### config.mk
export PLATFORM = sky130hd
export DESIGN_NAME = bf16_sqrt_prep
export DESIGN_NICKNAME = d
export VERILOG_FILES = /design/src/rtl/bf16_sqrt_pkg.sv /design/src/rtl/bf16_classify.sv /design/src/rtl/bf16_sqrt_prep.sv
export SDC_FILE = /design/constraint.sdc
export NUM_CORES = 1
export LEC_CHECK = 0
export ABC_AREA = 1
export CORE_MARGIN = 4
export CORE_UTILIZATION = 58
export CTS_CLUSTER_DIAMETER = 50
export DETAILED_ROUTE_END_ITERATION = 8
export PLACE_DENSITY = 0.86
export SETUP_SLACK_MARGIN = 0.4
export SLEW_MARGIN = 20
export SYNTH_ARGS = -nofsm -noshare
export SYNTH_HDL_FRONTEND = slang
export SYNTH_SLANG_ARGS = --single-unit
### constraint.sdc
create_clock -name clk -period 3.2 [get_ports clk]
set_clock_uncertainty 0.05 [all_clocks]
set_input_delay 0.64 -clock clk [delete_from_list [all_inputs] [get_ports clk]]
set_output_delay 0.64 -clock clk [all_outputs]
set_load 0.05 [all_outputs]
### src/rtl/bf16_sqrt_pkg.sv
// Shared types for the bfloat16 square-root path: operand classes, prep FSM
// states and the prepared-operand bundle handed to the sqrt core.
package bf16_sqrt_pkg;

    localparam int EXP_W = 8;
    localparam int MAN_W = 7;
    localparam int BIAS  = 127;

    typedef enum logic [2:0] {
        NORMAL = 3'd0,
        ZERO   = 3'd1,
        INF    = 3'd2,
        NAN    = 3'd3,
        NEG    = 3'd4
    } sqrt_class_e;

    typedef enum logic [1:0] {
        IDLE = 2'd0,
        NORM = 2'd1,
        HOLD = 2'd2
    } prep_state_e;

    typedef struct packed {
        sqrt_class_e        cls;
        logic               sign;
        logic [EXP_W-1:0]   exp;
        logic [MAN_W+1:0]   mant;
    } sqrt_op_t;

endpackage

### src/rtl/bf16_classify.sv
// Combinational bf16 operand classifier; flags positive subnormals that still
// need normalising before the square root.
module bf16_classify
    import bf16_sqrt_pkg::*;
#(
    parameter int EXP_W = bf16_sqrt_pkg::EXP_W,
    parameter int MAN_W = bf16_sqrt_pkg::MAN_W,
    parameter bit FTZ   = 1'b0
) (
    input  logic [EXP_W+MAN_W:0] data_i,
    output sqrt_class_e          cls_o,
    output logic                 subn_o
);

    logic             sign;
    logic [EXP_W-1:0] exp_f;
    logic [MAN_W-1:0] man_f;
    logic             exp_max, exp_zero, man_zero;

    assign sign     = data_i[EXP_W+MAN_W];
    assign exp_f    = data_i[EXP_W+MAN_W-1:MAN_W];
    assign man_f    = data_i[MAN_W-1:0];
    assign exp_max  = &exp_f;
    assign exp_zero = ~|exp_f;
    assign man_zero = ~|man_f;

    // Priority order matters: -0 stays ZERO and -inf falls through to NEG.
    always_comb begin
        cls_o  = NORMAL;
        subn_o = 1'b0;
        if (exp_max && !man_zero) begin
            cls_o = NAN;
        end else if (exp_max && !sign) begin
            cls_o = INF;
        end else if (exp_zero && man_zero) begin
            cls_o = ZERO;
        end else if (sign) begin
            cls_o = NEG;
        end else if (exp_zero) begin
            if (FTZ) begin
                cls_o = ZERO;
            end else begin
                subn_o = 1'b1;
            end
        end
    end

endmodule

### src/rtl/bf16_sqrt_prep.sv
// bf16 square-root operand preparation: classify, normalise subnormals, make
// the exponent even and emit the halved biased exponent with a 2.7 significand.
module bf16_sqrt_prep
    import bf16_sqrt_pkg::*;
#(
    parameter int EXP_W = bf16_sqrt_pkg::EXP_W,
    parameter int MAN_W = bf16_sqrt_pkg::MAN_W,
    parameter int BIAS  = bf16_sqrt_pkg::BIAS,
    parameter bit FTZ   = 1'b0
) (
    input  logic                 clk,
    input  logic                 rst,
    input  logic                 in_valid,
    output logic                 in_ready,
    input  logic [EXP_W+MAN_W:0] in_data,
    output logic                 out_valid,
    input  logic                 out_ready,
    output logic [2:0]           out_class,
    output logic                 out_sign,
    output logic [EXP_W-1:0]     out_exp,
    output logic [MAN_W+1:0]     out_mant,
    output logic                 error
);

    localparam logic signed [9:0] BIAS_S = 10'(BIAS);
    localparam logic signed [9:0] E_SUB  = 10'(1 - BIAS);

    prep_state_e              state_q, state_d;
    logic        [MAN_W:0]    w_q, w_d, w_sh;
    logic signed [9:0]        e_q, e_d, e_dec, e_in;
    sqrt_op_t                 op_q, op_d;
    sqrt_class_e              cls_c;
    logic                     subn_c;
    logic                     accept;

    bf16_classify #(
        .EXP_W (EXP_W),
        .MAN_W (MAN_W),
        .FTZ   (FTZ)
    ) u_classify (
        .data_i (in_data),
        .cls_o  (cls_c),
        .subn_o (subn_c)
    );

    // An odd exponent moves one factor of two into the significand so the
    // exponent halves exactly; the significand then spans [1,4).
    function automatic sqrt_op_t pack_normal(input logic [MAN_W:0] w,
                                             input logic signed [9:0] e);
        sqrt_op_t          op;
        logic signed [9:0] ee;
        logic signed [9:0] biased;
        op.cls  = NORMAL;
        op.sign = 1'b0;
        if (e[0]) begin
            op.mant = {w, 1'b0};
            ee      = e - 10'sd1;
        end else begin
            op.mant = {1'b0, w};
            ee      = e;
        end
        biased = (ee >>> 1) + BIAS_S;
        op.exp = biased[EXP_W-1:0];
        return op;
    endfunction

    assign in_ready  = !rst && ((state_q == IDLE) || ((state_q == HOLD) && out_ready));
    assign accept    = in_valid && in_ready;
    assign out_valid = (state_q == HOLD);
    assign error     = out_valid && (op_q.cls == NEG);
    assign out_class = op_q.cls;
    assign out_sign  = op_q.sign;
    assign out_exp   = op_q.exp;
    assign out_mant  = op_q.mant;

    assign w_sh  = {w_q[MAN_W-1:0], 1'b0};
    assign e_dec = e_q - 10'sd1;
    assign e_in  = $signed(10'(in_data[EXP_W+MAN_W-1:MAN_W])) - BIAS_S;

    always_comb begin
        state_d = state_q;
        w_d     = w_q;
        e_d     = e_q;
        op_d    = op_q;
        unique case (state_q)
            IDLE, HOLD: begin
                if (accept) begin
                    if (subn_c) begin
                        w_d     = {1'b0, in_data[MAN_W-1:0]};
                        e_d     = E_SUB;
                        state_d = NORM;
                    end else begin
                        state_d = HOLD;
                        if (cls_c == NORMAL) begin
                            op_d = pack_normal({1'b1, in_data[MAN_W-1:0]}, e_in);
                        end else begin
                            op_d.cls  = cls_c;
                            op_d.sign = (cls_c == ZERO) ? in_data[EXP_W+MAN_W] : 1'b0;
                            op_d.exp  = '0;
                            op_d.mant = '0;
                        end
                    end
                end else if (state_q == HOLD && out_ready) begin
                    state_d = IDLE;
                end
            end
            NORM: begin
                w_d = w_sh;
                e_d = e_dec;
                if (w_sh[MAN_W]) begin
                    op_d    = pack_normal(w_sh, e_dec);
                    state_d = HOLD;
                end
            end
            default: state_d = IDLE;
        endcase
    end

    always_ff @(posedge clk or posedge rst) begin
        if (rst) begin
            state_q <= IDLE;
            w_q     <= '0;
            e_q     <= '0;
            op_q    <= '0;
        end else begin
            state_q <= state_d;
            w_q     <= w_d;
            e_q     <= e_d;
            op_q    <= op_d;
        end
    end

endmodule

==> impl_metrics.ini <==
[cells_and_area]
synthToLayoutAreaGrowth_pct = 20.8
drive_gt1_frac = 0.143
antenna_cells = 0
multiInputGateArea_mm2 = 0.00152
fin_cells = 486
nets = 459
nFillCells = 353
seqCellArea_um2 = 976

[die]
initial_core_util = 0.612
die_h_um = 76.7
die_w_um = 76.7
io_pins = 44
rows = 24
die_area_mm2 = 0.00588
coreArea_mm2 = 0.00447

[detailed_routing]
vias = 2692
totalWireLength_um = 6670
first_pass_iters = 4
ant_nets = 0
drt-initial-drc-count = 171
drc_errors = 0
wl_met1_um = 2750
wl_met3_um = 398
post_drt_wl_per_cell_um = 13.7
top_layer_used = met4
met2_length_um = 3360
vias_per_cell = 5.54

[run]
maxCapViolCount = 0

[clocking]
hold_buffers = 0
tritoncts = yes
clock_latency_ns = 0.29
cts_buffers = 5
cts.sinks = 39
clk_path_buf_depth = 2
clk_pin_slew_ns = 0.07
root_buffer = clkbuf_8
htreeDepth = 2

[pwr]
intPower_mw = 0.908
p_leak_nw = 1.56
switchingPower_mw = 0.604
vdd_drop_max_mv = 0.313
pwr-share-seq = 0.404
pwr-share-clk = 0.215
finalPower_mw = 1.51
swShare = 0.399
power_frac_comb = 0.381
powerDensity_mw_per_mm2 = 457

[placement]
pre_cts_slack_ns = 0.336
post-dp-hpwl_um = 5130
portBuffers = 43
gp_congestion = 0.865
dp_cells = 478

[grt]
grtUsageTotal = 0.233
grt_max_degree = 40
antenna_found_initial = 0
grt_pass1_wl_um = 11400
overflow = 0
grt_pass1_vias = 2622

[worst_setup_path]
end_kind = output pin
worst_setup_path_start_kind = flop
arrival_ns = 1.90
slowest_delay_ns = 0.85
worstPathCellList = nor2_1, inv_1, nor4_2, clkdlybuf4s50_1
worstSetupPathType = flop to output pin
required_ns = 2.51
cp_max_fo = 2
slowest_stage = clkdlybuf4s50_1

[synth]
ys_ff_latch = 39
synth_async_sr_flop_share = 1.00
yosysWarnings = 0
synth-seq-area-share = 0.356
synth_enable_flop_cells = 0
synth_area_mm2 = 0.00274
syn_avg_cell_area_um2 = 7.06
ys_types = 31
syn_inst = 388
synth_flop_cell = dfrtp_1
synth_fp_nets = 414

[sta]
slew_headroom = 0.567
finalCriticalPeriod_ns = 2.59
setup_tns_ns = 0
tightest_slew_ns = 0.649
final-max-slew-violation-count = 0
rsz0062_at_grt = no
worst_slack_ns = 0.606
hold_violations = 0
finalCritPeriodShare = 0.811
timing.hold.ws_ns = 0.436
setup_violations = 0
max_freq_mhz = 385

[status]
status = finished, final reports clean

[worst_hold_path]
hp-class = flop to flop
==> critical path: cells and delay by family, from the launching register on <==
| family | cells | cell delay, ns |
|---|---|---|
| flip-flops | 1 | 0.40 |
| AND/OR/NAND/NOR | 2 | 0.30 |
| buffers and inverters | 2 | 0.93 |
==> stage by stage <==
stage / cell area (µm²) / util
finish: 3310 / 0.739
global route: 3310 / 0.739
CTS: 3310 / 0.739
detailed placement: 3220 / 0.721
global placement: 3220 / 0.721
floorplan: 2740 / -
==> what timing repair did <==
| item | 4_1_cts | 5_1_grt |
|---|---|---|
| setup endpoints to repair | 1 | 0 |
| gates resized for setup | 1 | 0 |
| setup buffers | 0 | 0 |
==> state kept, by name, summed over array words and instances, names as in the netlist <==
signal     cells
w_q            7
state_q        2
out_sign       1
out_mant       9
out_class      3
e_q            9
out_exp        8
==> power by group through the flow <==
stage | logic [mW] | registers [mW] | clock network (mW)
4_1_cts | 0.580 | 0.610 | 0.335
6_report | 0.576 | 0.611 | 0.325
3_5_place_dp | 0.578 | 0.619 | 0
2_1_floorplan | 0.260 | 0.754 | 0
5_1_grt | 0.626 | 0.619 | 0.357
3_3_place_gp | 0.568 | 0.617 | 0
==> placed cells by master (no fill, tap or decap), drive strengths merged, types with 6 or more instances in the layout <==
cell and instances:
nand2 107, nand3 33, a21oi 12, inv 53
nand4 8, a31oi 10, dfrtp 39, clkbuf 6
xor2 8, clkdlybuf4s50 42, nor2 57, ha 6
o22ai 9, o21ai 22
==> cell usage after synthesis (5+ instances only) <==
| library cell | count | area [µm²] |
|---|---|---|
| a21oi_1 | 12 | 60.1 |
| a31oi_1 | 10 | 62.6 |
| dfrtp_1 | 39 | 976 |
| ha_1 | 6 | 75.1 |
| inv_1 | 36 | 135 |
| inv_2 | 16 | 60.1 |
| nand2_1 | 94 | 353 |
| nand2_2 | 13 | 81.3 |
| nand3_1 | 30 | 150 |
| nand4_1 | 8 | 50.1 |
| nor2_1 | 44 | 165 |
| nor2_2 | 9 | 56.3 |
| o21ai_0 | 16 | 80.1 |
| o21ai_1 | 6 | 30.0 |
| o22ai_1 | 9 | 56.3 |
| xnor2_1 | 5 | 43.8 |
| xor2_1 | 6 | 52.6 |
==> layer usage <==
metal / track usage / vias up
li1: - / 1342
met5: 0 / -
met1: 0.293 / 1235
met3: 0.0422 / 21
met2: 0.402 / 94
met4: 0.0815 / 0
==> kinds of logic after synthesis <==
logic type | synth area share
AOI/OAI and AO/OA | 0.125
xor gates and xnor gates | 0.0512
adders and majority gates | 0.0274
buffers and inverters | 0.0900
DFF | 0.356
and+or+nand+nor | 0.350
==> final cells by class <==
class / instances / area share
Inverter: 53 / 0.0609
Sequential cell: 39 / 0.295
Clock buffer: 6 / 0.0219
Multi-Input combinational cell: 287 / 0.460
Timing Repair Buffer: 47 / 0.139
Tap cell: 52 / 0.0197
Clock inverter: 2 / 0.00378
==> path summary, 6_finish.rpt <==
| kind | slack, ns | end | depth (start not counted) | from |
|---|---|---|---|---|
| max | 0.61 | error | 4 | state_q[0] |
| min | 0.44 | out_sign | 2 | out_sign |
| max reg2reg | 0.80 | out_exp[6] | 15 | e_q[0] |
| min reg2reg | 0.44 | out_sign | 2 | out_sign |
| max in group asynchronous | 2.00 | w_q[1] | 3 | rst |
| min in group asynchronous | 0.76 | out_mant[8] | 3 | rst |
Note: power is estimated with default switching activity, not from simulation.
==> edit 1: new RTL, config.mk and constraints unchanged <==
The package constant `EXP_W` goes from 8 to 7.
--- a/src/rtl/bf16_sqrt_pkg.sv
+++ b/src/rtl/bf16_sqrt_pkg.sv
@@ -2,7 +2,7 @@
 // states and the prepared-operand bundle handed to the sqrt core.
 package bf16_sqrt_pkg;
 
-    localparam int EXP_W = 8;
+    localparam int EXP_W = 7;
     localparam int MAN_W = 7;
     localparam int BIAS  = 127;
 
Interface: changed (resized in_data and out_exp); port bits go from 44 to 42. No check against the original RTL was run, so the function may have changed too.
==> edit 1 against the unedited design <==
Area after synthesis decreased by 9.7%. Non-clock buffer count rose by 1. Clock power grew 33%. Routed wire length down 5.6%. Sequential cell count is 2 lower. Worst setup slack better by 0.014 ns. Total power decreased by 4.3%. Cell area fell by 7.2%. Critical path type is now in -> reg. Highest routed layer unchanged.
==> edit 1: results (changes against the unedited design) <==
Post-Syn Nets 385 (-7.0%); Comb group 0.455 mW (-21%); synth top area cells dfrtp_1 37%, nand2_1 16%, nor2_1 7.0%; LEAKAGE 1.52 nW (-2.4%); via density per instance 5.59 (+0.96%); number of global-route vias before repair 2513 (-4.2%); Power Clock 0.433 mW (+33%); Switching Share 35.8% (-4.2 points); R2R cell count 18 (+3); minimum hold slack 0.441 ns (+0.00540 ns); Int Power 0.929 mW (+2.3%); CP Capture Point out_exp[4]; largest stage delay on the critical path 0.52 ns (-0.33 ns); Net count, final 430 (-6.3%); distinct cell type count after synthesis 33 (+6.5%); outcome completed; Fill cells 306 (-13%); Post-Syn Area per Cell 6.86 sq um (-2.7%); min cycle time layout 2.58 ns (-0.0139 ns); worst vdd ir 451 uV (+44%); I/O Buffers 41 (-4.7%); DR pass1 iterations 5 (+1); aggregate global-route resource usage 26.0% (+2.7 points); flop2flop setup slack 0.78 ns (-0.02 ns); post-DP HPWL 4.64 mm (-9.7%); first-iteration detailed-routing DRC count 181 (+5.8%)
[edit 1: timing repair]
action	in CTS	in global routing
endpoints found under the setup margin	1	2
buffers inserted	0	1
resized for setup	1	2
gates cloned	0	0
[edit 1: area by class of cell]
cell class | instances | area share (%)
inverters | 44 | 5.42
multi-input cells | 269 | 43.4
repair buffers | 48 | 15.0
clock buffers | 6 | 2.69
clock inverters | 2 | 1.22
flip-flops and latches | 37 | 30.2
well taps | 50 | 2.04
[edit 1: kinds of logic after synthesis]
family | after synthesis | synth area share, %
AOI/OAI and AO/OA | 58 | 13.5
and+or+nand+nor | 198 | 34.6
buffers and inverters | 54 | 8.91
xor gates and xnor gates | 7 | 2.48
DFF | 37 | 37.5
adders and majority gates | 6 | 3.04
[edit 1: routing by layer]
layer	wire [microns]	vias to the layer above	part of all wire [%]	global-route usage [%]
li1	-	1257	-	-
met1	2720	1174	43	34.2
met2	3010	106	48	41.7
met3	471	13	7.5	5.61
met4	99	0	1.6	10.2
met5	0	-	0	0
==> edit 2: new RTL, same settings <==
Made on the original files. `w_q` no longer has a reset.
--- a/src/rtl/bf16_sqrt_prep.sv
+++ b/src/rtl/bf16_sqrt_prep.sv
@@ -119,16 +119,18 @@
     always_ff @(posedge clk or posedge rst) begin
         if (rst) begin
             state_q <= IDLE;
-            w_q     <= '0;
             e_q     <= '0;
             op_q    <= '0;
         end else begin
             state_q <= state_d;
-            w_q     <= w_d;
             e_q     <= e_d;
             op_q    <= op_d;
         end
     end
 
+    always_ff @(posedge clk) begin
+        w_q <= w_d;
+    end
+
 endmodule
 
Behaviour: no difference found for any inputs over 10 cycles, from zero or initial values and one cycle with rst high; that may be too few to reach the edited logic, so the function may still have changed.
==> edit 2 against the unedited design <==
Worst setup slack lost 0.074 ns. Global-route usage grew 0.83 points. Critical path depth is the same. Maximum frequency shrank 2.8%. Critical path type unchanged. Via count grew 1.6%. Cell area grew 1.7%. Area after synthesis grew 1.5%. Total power shrank 4.6%. Sequential cell count is the same. Routed wire length grew 3.8%.
==> edit 2: results (changes against the unedited design) <==
outcome completed; worst vdd ir 277 uV (-11%); Routed WL 6.92 mm (+3.8%); aggregate global-route resource usage 24.2% (+0.83 points); setup bufs post-CTS 0 (unchanged); pre-CTS setup slack 0.282 ns (-0.0542 ns); Hold Path Cell Cnt 2 (unchanged); H-tree depth reported by CTS 2 (unchanged); Clock Tree Buf Depth 2 (unchanged); via density per instance 5.74 (+3.7%); R2R cell count 16 (+1); clock slew at reported path FFs ~0.080 ns; DRT antenna net count 0 (unchanged); Int Power 0.933 mW (+2.7%); first-iteration detailed-routing DRC count 266 (+56%); initial antenna violation count 0 (unchanged); Net count, final 449 (-2.2%); Comb power frac 30.9% (-7.2 points); mux cell area share after synthesis 0% (unchanged); synth top area cells dfrtp_1 29%, nand2_1 11%, edfxtp_1 7.6%; Root Buffer clkbuf_8; Synth Area in Adders 2.70% (-0.041 points); Commonest cells post-synth 85 x nand2_1, 46 x inv_1, 32 x dfrtp_1; cell family with most CP delay buffers and inverters; number of flops mapped to enable cells by yosys 7 (+7); largest net degree at the start of global routing 26 (-35%); critical path peak fanout 3 (+1); xor and xnor fraction of the mapped netlist area 0.946% (-4.2 points); number of global-route vias before repair 2642 (+0.76%); post-DP HPWL 5.27 mm (+2.7%); share of layout cells above drive strength 1 15.3% (+1.0 points); DR pass1 iterations 5 (+1); hold crit path type reg -> reg; final RePlAce weighted congestion 0.910 (+5.2%); first-pass GRT wire length 11.8 mm (+3.8%); n_diodes 0 (unchanged); Pwr per Cell Area 429 nW/um^2 (-6.2%); largest stage delay on the critical path 0.83 ns (-0.02 ns); Worst path slowest cell clkdlybuf4s50_1; Top FF cell, synth dfrtp_1; LEAKAGE 1.55 nW (-0.40%); crit path DAT 1.98 ns (+0.08 ns); clk_lat worst skew roughly 0.3 ns; Post-Syn Nets 404 (-2.4%); CTS buffer count 5 (unchanged); I/O Buffers 43 (unchanged); Ys Warns 0 (unchanged); Synth Area in Compound Gates 15.5% (+3.0 points); Seq group 0.576 mW (-5.7%); max-slew violation count 0 (unchanged); register area share after synthesis 36.4% (+0.73 points); Worst-Margin Slew 0.834 ns (+0.185 ns); distinct cell type count after synthesis 43 (+39%); ys async rst share 82.1% (-18 points)
edit 2: cell families (layout without fill, tap and decap cells):
family,Yosys count,count (layout)
flops,39,39
fa+ha+maj,6,6
compound gates,71,71
buf+inv,67,113
simple gates,192,192
xor+xnor,3,3
edit 2: routing by layer:
| metal | GRT usage [%] | up-vias | wire [microns] |
|---|---|---|---|
| met2 | 42.7 | 105 | 3450 |
| li1 | - | 1341 | - |
| met4 | 7.65 | 0 | 119 |
| met5 | 0 | - | 0 |
| met1 | 29.6 | 1272 | 2930 |
| met3 | 4.57 | 16 | 413 |
edit 2: worst min-delay path: stages, from the launching register on:
cell and delay (ns):
dfrtp_1 0.35, nand2_1 0.06, o41ai_1 0.05
edit 2: stage by stage:
step	cells	instance area, sq um
2_1_floorplan	378	2790
3_3_place_gp	468	3250
3_5_place_dp	468	3250
4_1_cts	476	3360
5_1_grt	476	3370
6_report	476	3370
edit 2: path summary, 6_finish.rpt:
check / slack, ns / start / to
setup / recovery: 0.53 / state_q[0] / error
hold / removal: 0.44 / out_sign / out_sign
max in group asynchronous: 1.70 / rst / state_q[1]
setup reg to reg: 0.72 / e_q[0] / out_exp[6]
min in group asynchronous: 0.78 / rst / e_q[2]
hold reg to reg: 0.44 / out_sign / out_sign
edit 2: area by class of cell:
class | instances | area, sq um
clock buffers | 5 | 68.8
clock inverters | 3 | 42.5
fillers | 353 | 1140
inverters | 57 | 219
multi-input cells | 272 | 1490
flip-flops and latches | 39 | 1010
well taps | 52 | 65.1
repair buffers | 48 | 468
edit 2: timing repair:
item / in CTS / in global routing
setup endpoints to repair: 0 / 2
hold endpoints to repair: 0 / 0
resized for setup: 0 / 1
